**src/rtl/cfg_arb_pkg.sv**
```systemverilog
// Shared types and helpers for the configuration-register write arbiter.
// The FSM state type is only used when CFG_ARB_LOCK_EN is defined.
package cfg_arb_pkg;

  typedef enum logic {
    ARB_IDLE   = 1'b0,
    ARB_LOCKED = 1'b1
  } arb_state_e;

  // Pointer width for n requesters, never narrower than one bit.
  function automatic int ptr_width(input int n);
    return (n > 1) ? $clog2(n) : 1;
  endfunction

  localparam int ARB_NUM_REQ_DEFAULT = 4;
  localparam int ARB_PTR_WIDTH       = ptr_width(ARB_NUM_REQ_DEFAULT);

endpackage

```
**src/rtl/cfg_reg_write_arbiter_rr_priority_select.sv**
```systemverilog
// Combinational round-robin selector: starting at ptr, the first set request
// (wrapping modulo NUM_REQ) wins. Produces a one-hot grant and its index.
module rr_priority_select
  import cfg_arb_pkg::*;
#(
  parameter int NUM_REQ = 4,
  parameter int PW      = ptr_width(NUM_REQ)
) (
  input  logic [NUM_REQ-1:0] req,
  input  logic [PW-1:0]      ptr,
  output logic [NUM_REQ-1:0] grant,
  output logic [PW-1:0]      idx
);

  // One extra bit so ptr + offset never overflows before the wrap.
  logic [PW:0] cand;

  // Scan offsets from farthest to nearest so the nearest request is kept last.
  always_comb begin
    grant = '0;
    idx   = '0;
    cand  = '0;
    for (int k = NUM_REQ - 1; k >= 0; k--) begin
      cand = {1'b0, ptr} + (PW + 1)'(k);
      if (cand >= (PW + 1)'(NUM_REQ)) cand = cand - (PW + 1)'(NUM_REQ);
      if (req[cand[PW-1:0]]) begin
        grant                = '0;
        grant[cand[PW-1:0]]  = 1'b1;
        idx                  = cand[PW-1:0];
      end
    end
  end

endmodule

```
**src/rtl/cfg_reg_write_arbiter.sv**
```systemverilog
// Round-robin write arbiter in front of the configuration register bank.
// Each accepted beat becomes a registered one-hot enable plus write data.
// Optional feature macro: CFG_ARB_LOCK_EN adds req_last and burst locking.
module cfg_reg_write_arbiter
  import cfg_arb_pkg::*;
#(
  parameter int NUM_REQ    = 4,
  parameter int NUM_REGS   = 8,
  parameter int ADDR_WIDTH = 3,
  parameter int DATA_WIDTH = 32
) (
  input  logic                           clk,
  input  logic                           reset,
  input  logic [NUM_REQ-1:0]             req_valid,
  input  logic [NUM_REQ*ADDR_WIDTH-1:0]  req_addr,
  input  logic [NUM_REQ*DATA_WIDTH-1:0]  req_data,
`ifdef CFG_ARB_LOCK_EN
  input  logic [NUM_REQ-1:0]             req_last,
`endif
  output logic [NUM_REQ-1:0]             req_ready,
  output logic [NUM_REGS-1:0]            reg_enable,
  output logic [DATA_WIDTH-1:0]          reg_wdata,
  output logic                           addr_err
);

  localparam int PW = ptr_width(NUM_REQ);

  logic [PW-1:0]         ptr_reg, ptr_next, ptr_after, gnt_idx;
  logic [NUM_REQ-1:0]    eligible, gnt;
  logic                  fire;
  logic [ADDR_WIDTH-1:0] addr_arr [NUM_REQ];
  logic [DATA_WIDTH-1:0] data_arr [NUM_REQ];
  logic [ADDR_WIDTH-1:0] sel_addr;
  logic [DATA_WIDTH-1:0] sel_data;
  logic                  sel_in_range;

  genvar gi;
  generate
    for (gi = 0; gi < NUM_REQ; gi++) begin : g_unpack
      assign addr_arr[gi] = req_addr[gi*ADDR_WIDTH +: ADDR_WIDTH];
      assign data_arr[gi] = req_data[gi*DATA_WIDTH +: DATA_WIDTH];
    end
  endgenerate

  rr_priority_select #(
    .NUM_REQ (NUM_REQ),
    .PW      (PW)
  ) u_select (
    .req   (eligible),
    .ptr   (ptr_reg),
    .grant (gnt),
    .idx   (gnt_idx)
  );

  assign req_ready    = gnt;
  assign fire         = |gnt;
  assign sel_addr     = addr_arr[gnt_idx];
  assign sel_data     = data_arr[gnt_idx];
  // Extra bit lets NUM_REGS == 2**ADDR_WIDTH compare correctly.
  assign sel_in_range = ({1'b0, sel_addr} < (ADDR_WIDTH + 1)'(NUM_REGS));
  assign ptr_after    = (gnt_idx == PW'(NUM_REQ - 1)) ? '0 : gnt_idx + PW'(1);

`ifdef CFG_ARB_LOCK_EN
  arb_state_e         state_reg, state_next;
  logic [PW-1:0]      owner_reg, owner_next;
  logic [NUM_REQ-1:0] owner_mask;
  logic               sel_last;

  assign owner_mask = NUM_REQ'(1) << owner_reg;
  assign sel_last   = req_last[gnt_idx];
  // While locked only the burst owner may be granted, idle or not.
  assign eligible   = (state_reg == ARB_LOCKED) ? (req_valid & owner_mask) : req_valid;

  // Burst FSM: a non-last beat locks onto its requester; ptr moves only on last.
  always_comb begin
    state_next = state_reg;
    owner_next = owner_reg;
    ptr_next   = ptr_reg;
    if (fire) begin
      case (state_reg)
        ARB_IDLE: begin
          if (sel_last) begin
            ptr_next = ptr_after;
          end else begin
            state_next = ARB_LOCKED;
            owner_next = gnt_idx;
          end
        end
        ARB_LOCKED: begin
          if (sel_last) begin
            state_next = ARB_IDLE;
            ptr_next   = ptr_after;
          end
        end
        default: state_next = ARB_IDLE;
      endcase
    end
  end

  // FSM state and lock owner registers.
  always_ff @(posedge clk) begin
    if (reset) begin
      state_reg <= ARB_IDLE;
      owner_reg <= '0;
    end else begin
      state_reg <= state_next;
      owner_reg <= owner_next;
    end
  end
`else
  assign eligible = req_valid;
  assign ptr_next = fire ? ptr_after : ptr_reg;
`endif

  // Round-robin pointer: next-highest priority after the last completed grant.
  always_ff @(posedge clk) begin
    if (reset) ptr_reg <= '0;
    else       ptr_reg <= ptr_next;
  end

  // Write issue: one-hot enable pulse per in-range beat; sticky error otherwise.
  always_ff @(posedge clk) begin
    if (reset) begin
      reg_enable <= '0;
      reg_wdata  <= '0;
      addr_err   <= 1'b0;
    end else begin
      reg_enable <= '0;
      if (fire) begin
        if (sel_in_range) begin
          reg_enable <= NUM_REGS'(1) << sel_addr;
          reg_wdata  <= sel_data;
        end else begin
          addr_err   <= 1'b1;
        end
      end
    end
  end

endmodule

```
**config.mk**
```make
export PLATFORM = sky130hd
export DESIGN_NAME = cfg_reg_write_arbiter
export DESIGN_NICKNAME = d
export VERILOG_FILES = /design/src/rtl/cfg_arb_pkg.sv /design/src/rtl/cfg_reg_write_arbiter_rr_priority_select.sv /design/src/rtl/cfg_reg_write_arbiter.sv
export SDC_FILE = /design/constraint.sdc
export NUM_CORES = 1
export LEC_CHECK = 0
export ABC_AREA = 1
export ABC_CLOCK_PERIOD_IN_PS = 3000
export BUFFER_PORTS_ARGS = -buffer_cell sky130_fd_sc_hd__clkbuf_2
export CAP_MARGIN = 30
export CORE_UTILIZATION = 44
export CTS_CLUSTER_SIZE = 14
export DETAILED_ROUTE_END_ITERATION = 7
export PLACE_DENSITY = 0.86
export SETUP_SLACK_MARGIN = 0.02
export SYNTH_ARGS = -nofsm -noshare
export SYNTH_HDL_FRONTEND = slang
export SYNTH_HIERARCHICAL = 1
export SYNTH_SLANG_ARGS = --single-unit
```
**constraint.sdc**
```tcl
create_clock -name clk -period 3 [get_ports clk]
set_clock_uncertainty 0.1 [all_clocks]
set_input_delay 0.6 -clock clk [delete_from_list [all_inputs] [get_ports clk]]
set_output_delay 0.6 -clock clk [all_outputs]
set_load 0.005 [all_outputs]
```
==> flow_summary.json, run 1 <==
{
  "worst_setup_path_end_kind": "output pin",
  "total_power_mw": 5.078,
  "area_growth_pct": 33.77,
  "cts-root-buf": "clkbuf_8",
  "wire_per_inst_um": 12.32,
  "cts_buffers": 5,
  "die_h_um": 85.45,
  "timing.rr.end": "reg_wdata[29]",
  "critical-path-max-stage-delay_ns": 0.36,
  "yosys_register_bits": 42,
  "grt_setup_unrepaired": "false",
  "numPortBuffers": 189,
  "cap_violations": 0,
  "cp-endpoint": "req_ready[2]",
  "antenna_left": 0,
  "dpl.cell_count": 765,
  "cts_buffer_depth": 2,
  "cts-hold-fix-buffers": 0,
  "worstPathMaxFanout": 8,
  "ir_drop_uv": 691.5,
  "antenna_found_initial": 0,
  "ioPinCount": 191,
  "worst_pin_slew_ns": 0.5788,
  "period_needed_ns": 2.645,
  "cts_resized": 0,
  "grt_usage_pct": 25.55,
  "cts.sinks": 42,
  "clkLatencyLatePin_ns": 0.29,
  "crit_family": "simple AND/OR/NAND/NOR gates",
  "synth_nets": 673,
  "period_share_pct": 88.16,
  "final_layout_size_suffix_gt1_share_pct": 33.04,
  "setup_viol": 0,
  "final_common_cell": "nand2_1",
  "final_core_util_pct": 60.67,
  "synth_area_leaders": "dfxtp_1, nand2_1, nand3_1, a21oi_1, o21ai_0",
  "drc": 0,
  "maxSlewHeadroom_pct": 61.42,
  "routed_wl_um": 9524,
  "drt_first_pass_iters": 7,
  "cp_cell_sequence": "inv_1, ha_1, inv_1, nand3_2, nand2_4, inv_4, nand2_1, nor2_1, nor2_1, nor2_1, clkbuf_2",
  "placedInstanceArea_um2": 4011,
  "p_leak_nw": 2.347,
  "nets": 847,
  "start_util_pct": 45.35,
  "fin_area_um2": 4099,
  "final_cells": 773,
  "avgSynthCellArea_um2": 5.915,
  "crit_path_top_delay_cell": "ha_1",
  "worst_slack_ns": 0.3551,
  "route.detailed.vias_per_inst": 5.185,
  "r2r_cells": 15,
  "rows": 30,
  "syn_area_um2": 3064,
  "r2r-start": "ptr_reg[1]",
  "startpoint": "ptr_reg[1]",
  "fmax_mhz": 378.1,
  "grt_pass1_wl_um": 15240,
  "core_um2": 6756,
  "grt_max_degree": 67,
  "htreeDepth": 2,
  "critPathRequiredTime_ns": 2.30,
  "cpMostUsedCell": "nor2_1",
  "start_kind": "flop",
  "cp.arrival_ns": 1.94,
  "drt_iter0_markers": 178,
  "grt_pass1_vias": 3605,
  "min_path_cells": 2,
  "synthCells": 518,
  "crit_cells": 11,
  "yosys.area.top_type": "dfxtp_1",
  "path_class": "flop to output pin",
  "cts_tree": "built",
  "gp_congestion": 0.9641,
  "post_cts_buffers": 0,
  "slew_viol_final": 0,
  "synth_warnings": 6,
  "hold-worst-slack_ns": 0.4051,
  "die_w_um": 85.45,
  "setup-tns-final_ns": 0,
  "synth_top_area_share_pct": 27.44,
  "dp_slack_ns": 0.3809,
  "grt-ovfl-total": 0,
  "clk_pin_slew_ns": 0.08,
  "status": "finished clean",
  "layout_common_cells": "nand2_1, clkbuf_2, nand3_1, dfxtp_1, a21oi_1",
  "cp_num_buf_inv": 4,
  "power_density_nw_per_um2": 1239,
  "synth_cell_type_count": 22,
  "finalHoldViolCount": 0,
  "largest_reg_flops": 32,
  "fp.dieArea_um2": 7302,
  "via_count": 4008,
  "ys_seq_area_share_pct": 27.44,
  "hold_class": "input pin to flop",
  "antenna_cells": 0,
  "ff2ff_setup_slack_ns": 0.36,
  "dpl.hpwl_um": 7277
}
[cell type report]
class / instances / area (um2)
timing repair buffer: 201 / 1061
sequential: 42 / 840.8
inverter: 20 / 80.08
multi-input combinational: 422 / 1929
fill: 676 / 2658
clock buffer: 5 / 68.82
clock inverter: 3 / 18.77
tap: 80 / 100.1
[worst reg2reg max path, delay by kind of cell (launching register included)]
kind            cells  cell delay, ns
buf+inv             4            0.76
simple gates        8            0.68
fa+ha+maj           1            0.36
flops               1            0.34
compound gates      2            0.34
[Yosys cell counts]
cell type,n
ha_1,9
inv_4,2
inv_1,14
buf_1,1
inv_2,4
nor2_2,1
nand2_4,2
clkbuf_1,5
or2_0,1
nand2_2,6
buf_6,8
buf_4,6
nand3_2,3
conb_1,1
o21ai_1,11
dfxtp_1,42
a21oi_1,39
buf_2,14
nor2_1,25
nand3_1,84
nand2_1,215
o21ai_0,25
[report_power, final]
group / switching (mW) / total, mW / internal [mW] / leakage, nW
sequential: 0.113 / 0.923 / 0.810 / 0.348
clock: 0.207 / 0.371 / 0.164 / 0.0483
combinational: 2.43 / 3.78 / 1.35 / 1.95
[worst min-delay path by stage]
stage	startpoint	to	slack, ns
after floorplan	reg_wdata[12]	reg_wdata[12]	0.41
after global placement	reg_wdata[13]	reg_wdata[13]	0.41
after detailed placement	reg_wdata[9]	reg_wdata[9]	0.41
after CTS	reset	ptr_reg[1]	0.39
after global routing	reset	ptr_reg[1]	0.41
final	reset	ptr_reg[1]	0.41
[routing by layer]
metal / track usage, % / part of all wire, %
met3: 6.420 / 7.1
met5: 0 / 0
met2: 45.60 / 50
met4: 8.788 / 2.0
met1: 29.62 / 41
[kinds of logic after synthesis]
logic type / count (synthesis) / share of synthesized area [%]
adders and majority gates: 9 / 3.675
other: 1 / 0.1224
and+or+nand+nor: 337 / 46.47
AOI/OAI and AO/OA: 75 / 12.25
buffers and inverters: 54 / 10.04
DFF: 42 / 27.44
(Power assumes the default switching activity.)
==> inputs of run 2 (changes only) <==
- PLACE_DENSITY: 0.86 -> 0.82
==> run 2 against run 1 <==
Compared with the run above: non-clock buffer count down 2; sequential cell count unchanged; clock power increased by 23%; global-route usage rose by 0.18 points; wire length decreased by 1.0%; die area stayed put; critical path depth unchanged; worst setup slack lost 0.0030 ns; register-to-register slack better by 0.10 ns; fmax decreased by 0.11%; via count shrank 0.75%.
==> flow_summary.json, run 2 (synthesized netlist as in run 1, its figures left out) <==
{
  "antenna_cells": 0,
  "final_cells": 770,
  "grt_usage_pct": 25.73,
  "area_growth_pct": 34.91,
  "drt_first_pass_iters": 4,
  "critical-path-max-stage-delay_ns": 0.36,
  "cp_num_buf_inv": 4,
  "maxSlewHeadroom_pct": 36.28,
  "cts-root-buf": "clkbuf_8",
  "cts_tree": "built",
  "swShare_pct": 52.53,
  "crit_path_top_delay_cell": "ha_1",
  "gp_congestion": 0.9323,
  "hold_class": "input pin to flop",
  "cp_cell_sequence": "inv_1, ha_1, inv_1, nand3_2, nand2_4, inv_4, nand3_1, nand2_1, nor2_1, nor2_1, clkbuf_2",
  "p_sw_mw": 2.742,
  "cp.arrival_ns": 1.95,
  "cts.sinks": 42,
  "fillers": 672,
  "final_layout_size_suffix_gt1_share_pct": 32.75,
  "die_h_um": 85.45,
  "nets": 845,
  "path_class": "flop to output pin",
  "fp.dieArea_um2": 7302,
  "post_cts_buffers": 0,
  "drc": 0,
  "grt-ovfl-total": 0,
  "routed_wl_um": 9429,
  "worst_pin_slew_ns": 0.9547,
  "dpl.hpwl_um": 7235,
  "final_core_util_pct": 61.19,
  "fin_area_um2": 4134,
  "start_util_pct": 45.35,
  "layout_common_cells": "nand2_1, clkbuf_2, nand3_1, dfxtp_1, a21oi_1",
  "cts_resized": 0,
  "largest_reg_flops": 32,
  "cap_violations": 0,
  "setup-tns-final_ns": 0,
  "worst_setup_path_end_kind": "output pin",
  "placedInstanceArea_um2": 4021,
  "setup_viol": 0,
  "grt_setup_unrepaired": "false",
  "cts_buffers": 5,
  "status": "finished clean",
  "numPortBuffers": 189,
  "wire_per_inst_um": 12.25,
  "cts_buffer_depth": 2,
  "share_comb_of_total_power_pct": 73.7,
  "htreeDepth": 2,
  "cts-hold-fix-buffers": 0,
  "start_kind": "flop",
  "die_w_um": 85.45,
  "clkPwrFrac_pct": 8.8,
  "core_um2": 6756,
  "final_common_cell": "nand2_1",
  "p_leak_nw": 2.357,
  "finalHoldViolCount": 0,
  "internal_power_mw": 2.477,
  "ioPinCount": 191,
  "clk_pin_slew_ns": 0.07,
  "grt_pass1_vias": 3612,
  "seqPwrFrac_pct": 17.5,
  "dpl.cell_count": 763,
  "ir_drop_uv": 491.9,
  "antenna_found_initial": 0,
  "period_needed_ns": 2.648,
  "total_power_mw": 5.219,
  "worstPathMaxFanout": 8,
  "rows": 30,
  "critPathRequiredTime_ns": 2.30,
  "clkLatencyLatePin_ns": 0.29,
  "power_density_nw_per_um2": 1263,
  "slew_viol_final": 0,
  "drt_iter0_markers": 208,
  "antenna_left": 0,
  "crit_family": "simple AND/OR/NAND/NOR gates",
  "fmax_mhz": 377.7,
  "via_count": 3978,
  "grt_pass1_wl_um": 15370,
  "route.detailed.vias_per_inst": 5.166,
  "grt_max_degree": 67,
  "period_share_pct": 88.26
}
-- run 2: cell type report --
type                    instances  area (um2)  area share [%]
clock buffers                   6       82.58           1.998
clock inverters                 1       30.03          0.7264
well taps                      80       100.1           2.421
inverters                      20       80.08           1.937
flip-flops and latches         42       840.8           20.34
multi-input cells             422        1929           46.67
repair buffers                199        1071           25.91
-- run 2: worst paths after layout --
| path | start | end | slack, ns | cells past startpoint |
|---|---|---|---|---|
| min | reset | ptr_reg[1] | 0.42 | 2 |
| min reg2reg | reg_wdata[10] | reg_wdata[10] | 0.43 | 2 |
| max | ptr_reg[1] | req_ready[0] | 0.35 | 11 |
| max reg2reg | ptr_reg[1] | reg_wdata[27] | 0.46 | 15 |
-- run 2: metrics by stage --
stage,setup WS (ns),hold WS (ns)
floorplan,0.5047,0.4096
global placement,0.4784,0.4112
detailed placement,0.3979,0.4136
CTS,0.3515,0.4148
global route,0.1960,0.4116
finish,0.3521,0.4194
-- run 2: per-layer routing --
metal  track usage [%]  vias to the layer above  share of wire [%]
met2             46.18                      165                 50
met1             29.96                     1778                 42
met4             9.545                        0                2.3
met5                 0                        -                  0
li1                  -                     2010                  -
met3             5.447                       25                6.0
-- run 2: power by group through the flow --
stage / logic, mW / clock network [mW] / registers, mW
3_5_place_dp: 3.85 / 0 / 0.921
2_1_floorplan: 2.90 / 0 / 0.954
3_3_place_gp: 3.74 / 0 / 0.918
5_1_grt: 4.35 / 0.496 / 0.940
4_1_cts: 3.86 / 0.471 / 0.915
6_report: 3.85 / 0.458 / 0.916
==> inputs of run 3 (changes only) <==
- ABC_AREA: 1 -> unset
- ABC_CLOCK_PERIOD_IN_PS: 3000 -> 2360
- CORE_UTILIZATION: 44 -> 37
- PLACE_DENSITY: 0.82 -> 0.77
- SKIP_LAST_GASP: unset -> 1
- clock period: 3 -> 2.36 ns (I/O delays scaled with it)
==> run 3 against run 2 <==
Compared with the run above: the flow now finishes with violations (negative setup slack); critical path depth unchanged; combinational power down 2%; synthesized cell count down 59%; critical path type is now flop to flop; sequential cell count did not move; final cell count fell by 31%; largest cell class unchanged; clock-buffer cell count fell by 1.
==> flow_summary.json, run 3 <==
{
  "layout_common_cells": "clkbuf_2, dfxtp_1, mux4_2, buf_4, a22o_1",
  "synth-edff-count": 0,
  "syn_area_um2": 2638,
  "start_kind": "flop",
  "core_um2": 6832,
  "synthSimpleGateAreaFrac_pct": 9.488,
  "synth.most_common_cell": "dfxtp_1",
  "worstPathMaxFanout": 25,
  "route.detailed.vias_per_inst": 5.340,
  "routed_wl_um": 9165,
  "power_density_nw_per_um2": 1260,
  "synth_cell_type_count": 43,
  "yosys-top-cells-count": "dfxtp_1, mux4_2, a22o_1",
  "drc": 0,
  "synth_warnings": 6,
  "rows": 30,
  "ioPinCount": 191,
  "grt_max_degree": 26,
  "wire_per_inst_um": 17.29,
  "synthFlopType": "dfxtp_1",
  "cp_cell_sequence": "inv_4, ha_4, mux4_2, buf_4, buf_4, a22oi_2, a31oi_4, or4_4, nor2_4, buf_12, a22o_1",
  "via_count": 2830,
  "critical-path-max-stage-delay_ns": 0.55,
  "synth_top_area_share_pct": 31.88,
  "placedInstanceArea_um2": 4049,
  "cts_tree": "built",
  "yosys.area.top_type": "dfxtp_1",
  "die_w_um": 86.43,
  "nets": 588,
  "cts-root-buf": "clkbuf_8",
  "final_layout_size_suffix_gt1_share_pct": 71.20,
  "slew_viol_final": 0,
  "synth_top_family_by_area": "multiplexers",
  "synthCells": 210,
  "grt_setup_unrepaired": "true",
  "dpl.hpwl_um": 7239,
  "final_common_cell": "clkbuf_2",
  "ff2ff_setup_slack_ns": -0.61,
  "area_growth_pct": 62.48,
  "crit_cells": 11,
  "grt_pass1_wl_um": 13720,
  "clk_pin_slew_ns": 0.10,
  "antenna_cells": 0,
  "cpMostUsedCell": "buf_4",
  "crit_family": "simple AND/OR/NAND/NOR gates",
  "largest_reg_flops": 32,
  "worst_setup_path_end_kind": "flop",
  "antenna_found_initial": 0,
  "crit_path_top_delay_cell": "or4_4",
  "p_leak_nw": 2.035,
  "fmax_mhz": 336.3,
  "ir_drop_uv": 752.5,
  "final_cells": 530,
  "async_reset_ff_share_pct": 0,
  "setup_viol": 46,
  "synth_area_leaders": "dfxtp_1, mux4_2, a22o_1, ha_1, nor2_1",
  "synth_compound_area_share_pct": 15.94,
  "synth_nets": 365,
  "start_util_pct": 38.61,
  "fin_area_um2": 4285,
  "cap_violations": 0,
  "gp_congestion": 0.9606,
  "die_h_um": 86.43,
  "path_class": "flop to flop",
  "htreeDepth": 2,
  "synth-xor-area-share_pct": 0,
  "cts_buffer_depth": 2,
  "hold_class": "input pin to flop",
  "cts_buffers": 5,
  "dpl.cell_count": 517,
  "drt_first_pass_iters": 4,
  "grt-ovfl-total": 0,
  "finalHoldViolCount": 0,
  "cp_num_buf_inv": 4,
  "avgSynthCellArea_um2": 12.56,
  "synthMuxAreaShare_pct": 34.11,
  "cts-hold-fix-buffers": 0,
  "clkLatencyLatePin_ns": 0.30,
  "cts.sinks": 42,
  "period_share_pct": 126.0,
  "worst_slack_ns": -0.6132,
  "min_path_cells": 2,
  "synth_fa_ha_area_share_pct": 4.269,
  "status": "finished with violations",
  "antenna_left": 0,
  "cp.arrival_ns": 3.11,
  "grt_pass1_vias": 2972,
  "drt_iter0_markers": 66,
  "violations": "negative setup slack",
  "critPathRequiredTime_ns": 2.50,
  "grt_usage_pct": 23.85,
  "period_needed_ns": 2.973,
  "ys_seq_area_share_pct": 31.88,
  "fp.dieArea_um2": 7470,
  "yosys_register_bits": 42,
  "r2r_cells": 11,
  "numPortBuffers": 189
}
[run 3: report_power, final]
group	switching, mW	internal [mW]
Combinational	1.63	2.16
Sequential	0.142	0.983
Clock	0.277	0.213
[run 3: final timing paths]
| check | from | to |
|---|---|---|
| min | reset | ptr_reg[1] |
| max | ptr_reg[0] | reg_wdata[7] |
| max reg2reg | ptr_reg[0] | reg_wdata[7] |
| min reg2reg | reg_wdata[19] | reg_wdata[19] |
[run 3: routing by layer]
layer / GRT usage (%) / up-vias / routed length [um]
met5: 0 / - / 0
met4: 8.333 / 0 / 195
met3: 6.381 / 18 / 650
met2: 44.95 / 142 / 4924
met1: 25.51 / 1366 / 3395
li1: - / 1304 / -
[run 3: cell families (layout without fill, tap and decap cells)]
kind of cell | count (synthesis) | after routing
and+or+nand+nor | 42 | 42
adders and majority gates | 9 | 9
buffers and inverters | 20 | 244
AOI/OAI and AO/OA | 53 | 53
DFF | 42 | 42
other | 1 | 1
muxes | 43 | 43
[run 3: final cells by class]
class	instances	area, um2
fillers	577	2546
clock inverters	3	22.52
repair buffers	233	1388
clock buffers	5	68.82
flip-flops and latches	42	845.8
multi-input cells	148	1827
well taps	96	120.1
inverters	3	13.76
[run 3: worst register-to-register path, delay by kind of cell (launching register included)]
family / cells / cell delay, ns
mux: 1 / 0.33
compound gates: 3 / 0.57
buf+inv: 4 / 0.54
flops: 1 / 0.40
simple gates: 2 / 0.70
fa+ha+maj: 1 / 0.28
[run 3: metrics by stage]
stage	setup TNS (ns)	hold slack [ns]	util (%)	setup WS (ns)	total power, mW
detailed placement	-25.42	0.3652	59.27	-0.6203	4.636
global placement	-23.66	0.3597	59.27	-0.5527	4.542
floorplan	-21.44	0.3660	-	-0.5391	3.258
global route	-30.88	0.3432	62.73	-0.7191	5.755
CTS	-25.43	0.3282	62.44	-0.6106	5.377
finish	-25.83	0.3361	62.73	-0.6132	5.398
[run 3: timing repair]
action	in CTS	in global routing
buffers inserted	5	0
pin swaps	18	3
resized for setup	18	3
setup endpoints to repair	46	46
gates cloned	0	0
